$ cat config.mk
export PLATFORM = sky130hd
export DESIGN_NAME = sign_mag_to_bcd
export DESIGN_NICKNAME = d
export VERILOG_FILES = /design/src/rtl/sign_mag_to_bcd.sv
export SDC_FILE = /design/constraint.sdc
export NUM_CORES = 1
export LEC_CHECK = 0
export CORE_ASPECT_RATIO = 0.7
export CORE_UTILIZATION = 33
export CTS_BUF_LIST = sky130_fd_sc_hd__clkbuf_8
export CTS_CLUSTER_SIZE = 30
export DETAILED_ROUTE_END_ITERATION = 16
export SLEW_MARGIN = 10
export SYNTH_ARGS = -nofsm -noshare
export SYNTH_HDL_FRONTEND = slang
export SYNTH_SLANG_ARGS = --single-unit
$ cat constraint.sdc
create_clock -name clk -period 3.1 [get_ports clk]
set_input_delay 0.62 -clock clk [delete_from_list [all_inputs] [get_ports clk]]
set_output_delay 0.62 -clock clk [all_outputs]
set_load 0.02 [all_outputs]
$ cat src/rtl/sign_mag_to_bcd.sv
// Sequential double-dabble converter: sign-magnitude word in, sign flag plus packed BCD out.
// One shift per clock; valid/ready on both sides, result held until the consumer takes it.
module sign_mag_to_bcd #(
    parameter int W = 8,
    parameter int D = 3
) (
    input  logic             clk,
    input  logic             rst,
    input  logic             in_valid,
    output logic             in_ready,
    input  logic [W-1:0]     sm_in,
    output logic             out_valid,
    input  logic             out_ready,
    output logic             sign,
    output logic [4*D-1:0]   bcd
);

    localparam int CW = $clog2(W + 1);
    localparam logic [W-1:0] MOST_NEG = {1'b1, {(W-1){1'b0}}};

    typedef enum logic [1:0] {
        IDLE  = 2'd0,
        SHIFT = 2'd1,
        DONE  = 2'd2
    } state_t;

    state_t            state_q, state_d;
    logic              sign_q, sign_d;
    logic [W-1:0]      mag_q, mag_d;
    logic [4*D-1:0]    bcd_q, bcd_d;
    logic [CW-1:0]     cnt_q, cnt_d;
    logic              in_ready_q, in_ready_d;
    logic              out_valid_q, out_valid_d;
    logic [4*D-1:0]    adj;

    function automatic logic [4*D-1:0] add3_digits(input logic [4*D-1:0] b);
        logic [4*D-1:0] r;
        r = b;
        for (int i = 0; i < D; i++) begin
            if (b[4*i +: 4] >= 4'd5)
                r[4*i +: 4] = b[4*i +: 4] + 4'd3;
        end
        return r;
    endfunction

    always_comb begin
        state_d     = state_q;
        sign_d      = sign_q;
        mag_d       = mag_q;
        bcd_d       = bcd_q;
        cnt_d       = cnt_q;
        adj         = add3_digits(bcd_q);
        case (state_q)
            IDLE: begin
                if (in_valid) begin
                    state_d = SHIFT;
                    sign_d  = sm_in[W-1];
                    // The upstream stage encodes the most negative value as 1 followed by zeros.
                    if (sm_in == MOST_NEG)
                        mag_d = MOST_NEG;
                    else
                        mag_d = {1'b0, sm_in[W-2:0]};
                    bcd_d = '0;
                    cnt_d = CW'(W);
                end
            end
            SHIFT: begin
                bcd_d = (4*D)'({adj, mag_q[W-1]});
                mag_d = {mag_q[W-2:0], 1'b0};
                cnt_d = cnt_q - CW'(1);
                if (cnt_q == CW'(1))
                    state_d = DONE;
            end
            DONE: begin
                if (out_ready)
                    state_d = IDLE;
            end
            default: state_d = IDLE;
        endcase
        in_ready_d  = (state_d == IDLE);
        out_valid_d = (state_d == DONE);
    end

    always_ff @(posedge clk or posedge rst) begin
        if (rst) begin
            state_q     <= IDLE;
            sign_q      <= 1'b0;
            mag_q       <= '0;
            bcd_q       <= '0;
            cnt_q       <= '0;
            in_ready_q  <= 1'b1;
            out_valid_q <= 1'b0;
        end else begin
            state_q     <= state_d;
            sign_q      <= sign_d;
            mag_q       <= mag_d;
            bcd_q       <= bcd_d;
            cnt_q       <= cnt_d;
            in_ready_q  <= in_ready_d;
            out_valid_q <= out_valid_d;
        end
    end

    assign in_ready  = in_ready_q;
    assign out_valid = out_valid_q;
    assign sign      = sign_q;
    assign bcd       = bcd_q;

endmodule

After elaboration in Yosys (flattened, before gate mapping)
Index checks and enable logic that the tools add are counted.
{ "classes": {"mux": 14, "n_lt_le_gt_ge": 3, "addsub": 4, "n_reduce_logical": 5, "eq_ne": 6} }
{ "ops": {"columns": ["cell", "n"], "rows": [
  ["12-bit case mux with 2 select lines", 1],
  ["8-bit two-way mux", 2],
  ["8-bit case mux with 2 select lines", 1],
  ["4-bit by 3-bit greater-or-equal comparator with 1-bit output, second input constant", 3],
  ["12-bit two-way mux", 1],
  ["4-bit two-way mux", 3],
  ["4-bit by 2-bit adder with 4-bit output, second input constant", 2],
  ["8-bit equality test, second input constant", 1],
  ["4-bit case mux with 2 select lines", 1],
  ["2-bit two-way mux", 3],
  ["2-bit case mux with 3 select lines", 1],
  ["2-bit equality test, second input constant", 2],
  ["4-bit by 1-bit equality test with 1-bit output, second input constant", 1],
  ["2-bit logical NOT", 2],
  ["2-bit AND reduction", 2],
  ["4-bit by 1-bit subtractor with 4-bit output, second input constant", 1],
  ["3-bit by 2-bit adder with 3-bit output, second input constant", 1],
  ["3-bit two-way mux", 1],
  ["2-bit by 1-bit equality test with 1-bit output, second input constant", 1],
  ["2-bit != test, second input constant", 1],
  ["2-bit nonzero test", 1]
]} }
{ "totals": {"word_cells": 39, "reg_bits": 29} }

Logic depth before layout (Yosys ltp)
{ "depth": {"depth_word": 4, "ltp_mapped": 5} }

Worst setup path after synthesis
OpenSTA, ideal clock, no wires.
{ "synth_timing": {"path_type": "register -> register", "start": "reg bcd_q[4] (netlist: bcd[4])", "end": "reg bcd_q[8] (netlist: bcd[8])", "t_required_ns": 2.999, "setup_time_ns": 0.101, "n_path_buf": 0, "arrival_time_ns": 1.365, "stages_incl_launch_ff": 6, "path_slack_ns": 1.634, "path_cell_list": "dfrtp_1 inv_1 ha_1 nor2b_1 o21a_1 o32ai_1"} }
{ "synth_between": {"elab_chain_len": 3, "elab_cells_between_ends": 4, "classes_between": "1 x add/sub; 1 x order compare; 2 x mux"} }
{ "synth_lines": {"columns": ["item", "line_no", "source"], "rows": [
  ["start: declaration", "30", "logic [4*D-1:0] bcd_q, bcd_d;"],
  ["start signal: assignment", "89", "bcd_q <= '0;"],
  ["start signal: assignment", "97", "bcd_q <= bcd_d;"],
  ["4-bit by 2-bit adder with 4-bit output / 4-bit by 3-bit greater-or-equal comparator with 1-bit output (equally long branches)", "41, 40", null],
  ["4-bit two-way mux (*)", "40", "if (b[4*i +: 4] >= 4'd5)"],
  ["12-bit case mux with 2 select lines (*)", "53", "case (state_q)"]
]} }
Mark *: on every way between the ends. The rest lies on a longest branch, timed or not.
A chain may end at the register's enable or synchronous reset.

Worst setup path after layout
{ "layout_timing": {"start": "reg in_ready_q (netlist: in_ready)", "end": "out in_ready"} }
{ "layout_rtl": {"columns": ["item", "line_no", "source"], "rows": [
  ["start: declaration", "32", "logic in_ready_q, in_ready_d;"],
  ["start signal: assignment", "99", "in_ready_q <= in_ready_d;"],
  ["end: declaration", "10", "output logic in_ready,"]
]} }
No word-level cell between the ends.

==> impl_metrics.csv <==
group,metric,value,unit
yosys,synthesis.instances,159,
yosys,postSynthNetCount,179,
critical_path,crit_slowest_cell,"clkdlybuf4s50_1",
finish,multiInputGateArea,732,um2
critical_path,crit_chain,"clkdlybuf4s50_1",
sta,relSlewSlack,0.663,
global_route,met3_usage,0.0474,
critical_path,crit_cells,1,
sta,rsz0062_at_grt,"no",
critical_path,crit_family,"buffers and inverters",
floorplanning,die_y,59.6,um
critical_path,cp_data_required_time,2480,ps
pwr,powerDensity,1080,nW/um2
cts,cts_tree,"built",
hold_path,worstHoldPathCells,2,
global_route,grt_pass1_wl,5840,um
finish,layout-drive-gt1-share,0.0695,
global_route,grt_max_degree,30,
cts,cts_hold_buffers,0,
cts,clock_tree.root_cell,"clkbuf_8",
cts,clk_latency,270,ps
global_route,use_met1,0.201,
yosys,synth_seq_area_share,0.464,
routing,post_drt_wl_per_cell,14.6,um
sta,fin_skew,7.57,ps
global_route,antenna_found_initial,0,
run_status,outcome,"complete, but fails checks",
finish,finalNetCount,206,
sta,finalSetupTns,0,ps
floorplanning,core_area,4450,um2
sta,setup_viol,0,
yosys,netlist_area,1570,um2
cts,clk_pin_slew_worst_paths,60,ps
global_route,grt_overflow,0,
finish,syn_to_final_growth,25.3,%
critical_path,cpPeakStageDelay,600,ps
floorplanning,dieWidth,84.3,um
routing,viasPerCell,5.40,
cts,clockBufferDepth,2,
routing,ant_nets,0,
routing,vias,1306,
placement,routabilityCongestion,0.841,
pwr,p_total,2.12,mW
job,maxCapViolCount,0,
sta,finalCriticalPeriod,2000,ps
routing,drc,3,
floorplanning,core.rowCount,20,
cts,cts_setup_buffers,0,
routing,firstDrtPassIters,12,
finish,seqCellArea,727,um2
global_route,use_met2,0.239,
critical_path,worstPathArrival,1380,ps
finish,fillers,432,
critical_path,start_kind,"flop",
placement,io_buffers,26,
critical_path,ff2ff_path_depth,3,
cts,cts-htree-levels,2,
critical_path,end_kind,"output port",
critical_path,worst-path-buf-inv,1,
yosys,synth_area_per_cell,9.84,um2
run_status,violations,"DRC",
pwr,leakagePower,0.830,nW
floorplanning,io_pins,27,
cts,clock-sinks,29,
yosys,ys.warnings.count,0,
global_route,grt_pass1_vias,1248,
floorplanning,initial_core_util,0.351,
yosys,ys_ff_latch,29,
routing,drtIter0Drc,129,
cts,numCtsBuffers,5,
floorplanning,dieArea,5030,um2
global_route,grt-busiest-layer,"met2",
yosys,ys_types,34,
finish,antenna_cells,0,
sta,final-max-slew-violation-count,0,
global_route,track_usage,0.150,
cts,post_cts_resize_count,0,
sta,clock.fmax,500,MHz
critical_path,crit_path_max_fanout,1,
routing,wl,3530,um
sta,max_slew.worst_pin.slew,506,ps
sta,hold_violations,0,
pwr,irDropWorstVdd,0.425,mV
sta,post-route-period-util,0.645,
hold_path,hp-class,"flop to flop",
critical_path,worstSetupPathType,"flop to output port",
placement,hpwl,2510,um
[final cells by class]
cell class,count,share of cell area
multi-input cells,107,0.373
clock buffers,7,0.0491
inverters,15,0.0287
repair buffers,28,0.140
well taps,55,0.0351
clock inverters,1,0.00255
flip-flops and latches,29,0.371
[registers in the layout, indices dropped and copies added, names as in the netlist]
signal,count
in_ready,1
out_valid,1
bcd,12
mag_q,8
cnt_q,4
state_q,2
sign,1
[cell families (layout without fill, tap and decap cells)]
logic type	count (synthesis)	in the layout	synth area share
and+or+nand+nor	42	42	0.137
buffers and inverters	23	51	0.0679
muxes	2	2	0.0136
DFF	29	29	0.464
adders and majority gates	8	8	0.0640
AOI/OAI and AO/OA	53	53	0.242
xor gates and xnor gates	2	2	0.0112
[per-stage QoR]
| step | std cells | hold WS [ps] | area (um2) | util | setup slack (ps) |
|---|---|---|---|---|---|
| 2_1_floorplan | 159 | 450 | 1570 | - | 1630 |
| 3_3_place_gp | 234 | 476 | 1860 | 0.417 | 955 |
| 3_5_place_dp | 234 | 498 | 1860 | 0.417 | 915 |
| 4_1_cts | 242 | 510 | 1960 | 0.440 | 1090 |
| 5_1_grt | 242 | 535 | 1960 | 0.440 | 1070 |
| 6_report | 242 | 520 | 1960 | 0.440 | 1100 |
[power by group]
part	internal, mW	switching (mW)	leakage (nW)	total [mW]
sequential	0.549	0.168	0.365	0.717
clock	0.200	0.143	0.0542	0.343
combinational	0.481	0.578	0.411	1.06
[layout by cell type, fill, tap and decap left out, types with 2 or more instances in the layout]
cell,instances
a21oi_1,6
a22o_1,2
a22oi_1,4
a31oi_1,3
a32o_1,3
buf_4,2
clkbuf_8,7
clkdlybuf4s50_1,26
dfrtp_1,28
ha_1,8
inv_1,15
nand2_1,16
nand2b_1,5
nor2_1,5
nor2b_1,9
nor3b_1,3
o2111ai_1,6
o211ai_1,3
o21a_1,3
o21ai_0,10
o221ai_1,3
o31ai_1,4
o32ai_1,2
xnor2_1,2
[final timing paths]
| kind | startpoint | slack, ps | endpoint |
|---|---|---|---|
| min in group asynchronous | rst | 710 | bcd[0] |
| min reg2reg | mag_q[0] | 520 | mag_q[0] |
| max in group asynchronous | rst | 2080 | in_ready |
| min | mag_q[0] | 520 | mag_q[0] |
| max reg2reg | state_q[1] | 1540 | bcd[3] |
| max | in_ready | 1100 | in_ready |
[cell usage after synthesis (all sizes together)]
cell type | instances | area share
o2111ai | 6 | 0.034
dfstp | 1 | 0.017
dfrtp | 28 | 0.45
a21o | 1 | 0.0048
o21ai | 10 | 0.032
a32o | 3 | 0.019
buf | 8 | 0.032
mux2 | 1 | 0.0072
o211ai | 3 | 0.014
nor2 | 5 | 0.012
o21a | 3 | 0.014
nor4b | 1 | 0.0056
o21ba | 1 | 0.0064
a22o | 2 | 0.011
mux2i | 1 | 0.0064
a31oi | 3 | 0.012
nor3b | 3 | 0.014
nand2 | 16 | 0.038
o21bai | 1 | 0.0048
a22oi | 4 | 0.019
nor4 | 1 | 0.0040
nor3 | 1 | 0.0032
o31ai | 4 | 0.019
o221ai | 3 | 0.017
ha | 8 | 0.064
xnor2 | 2 | 0.011
a21oi | 6 | 0.019
inv | 15 | 0.036
nand3 | 1 | 0.0032
nor2b | 9 | 0.036
nand2b | 5 | 0.020
o32ai | 2 | 0.011
o22ai | 1 | 0.0040
[per-layer routing]
metal / vias up / share of wire
met5: - / 0
met4: 0 / 0.0037
met3: 4 / 0.047
met2: 42 / 0.46
met1: 639 / 0.49
li1: 621 / -
No activity file was read; power rests on OpenSTA's default activity.
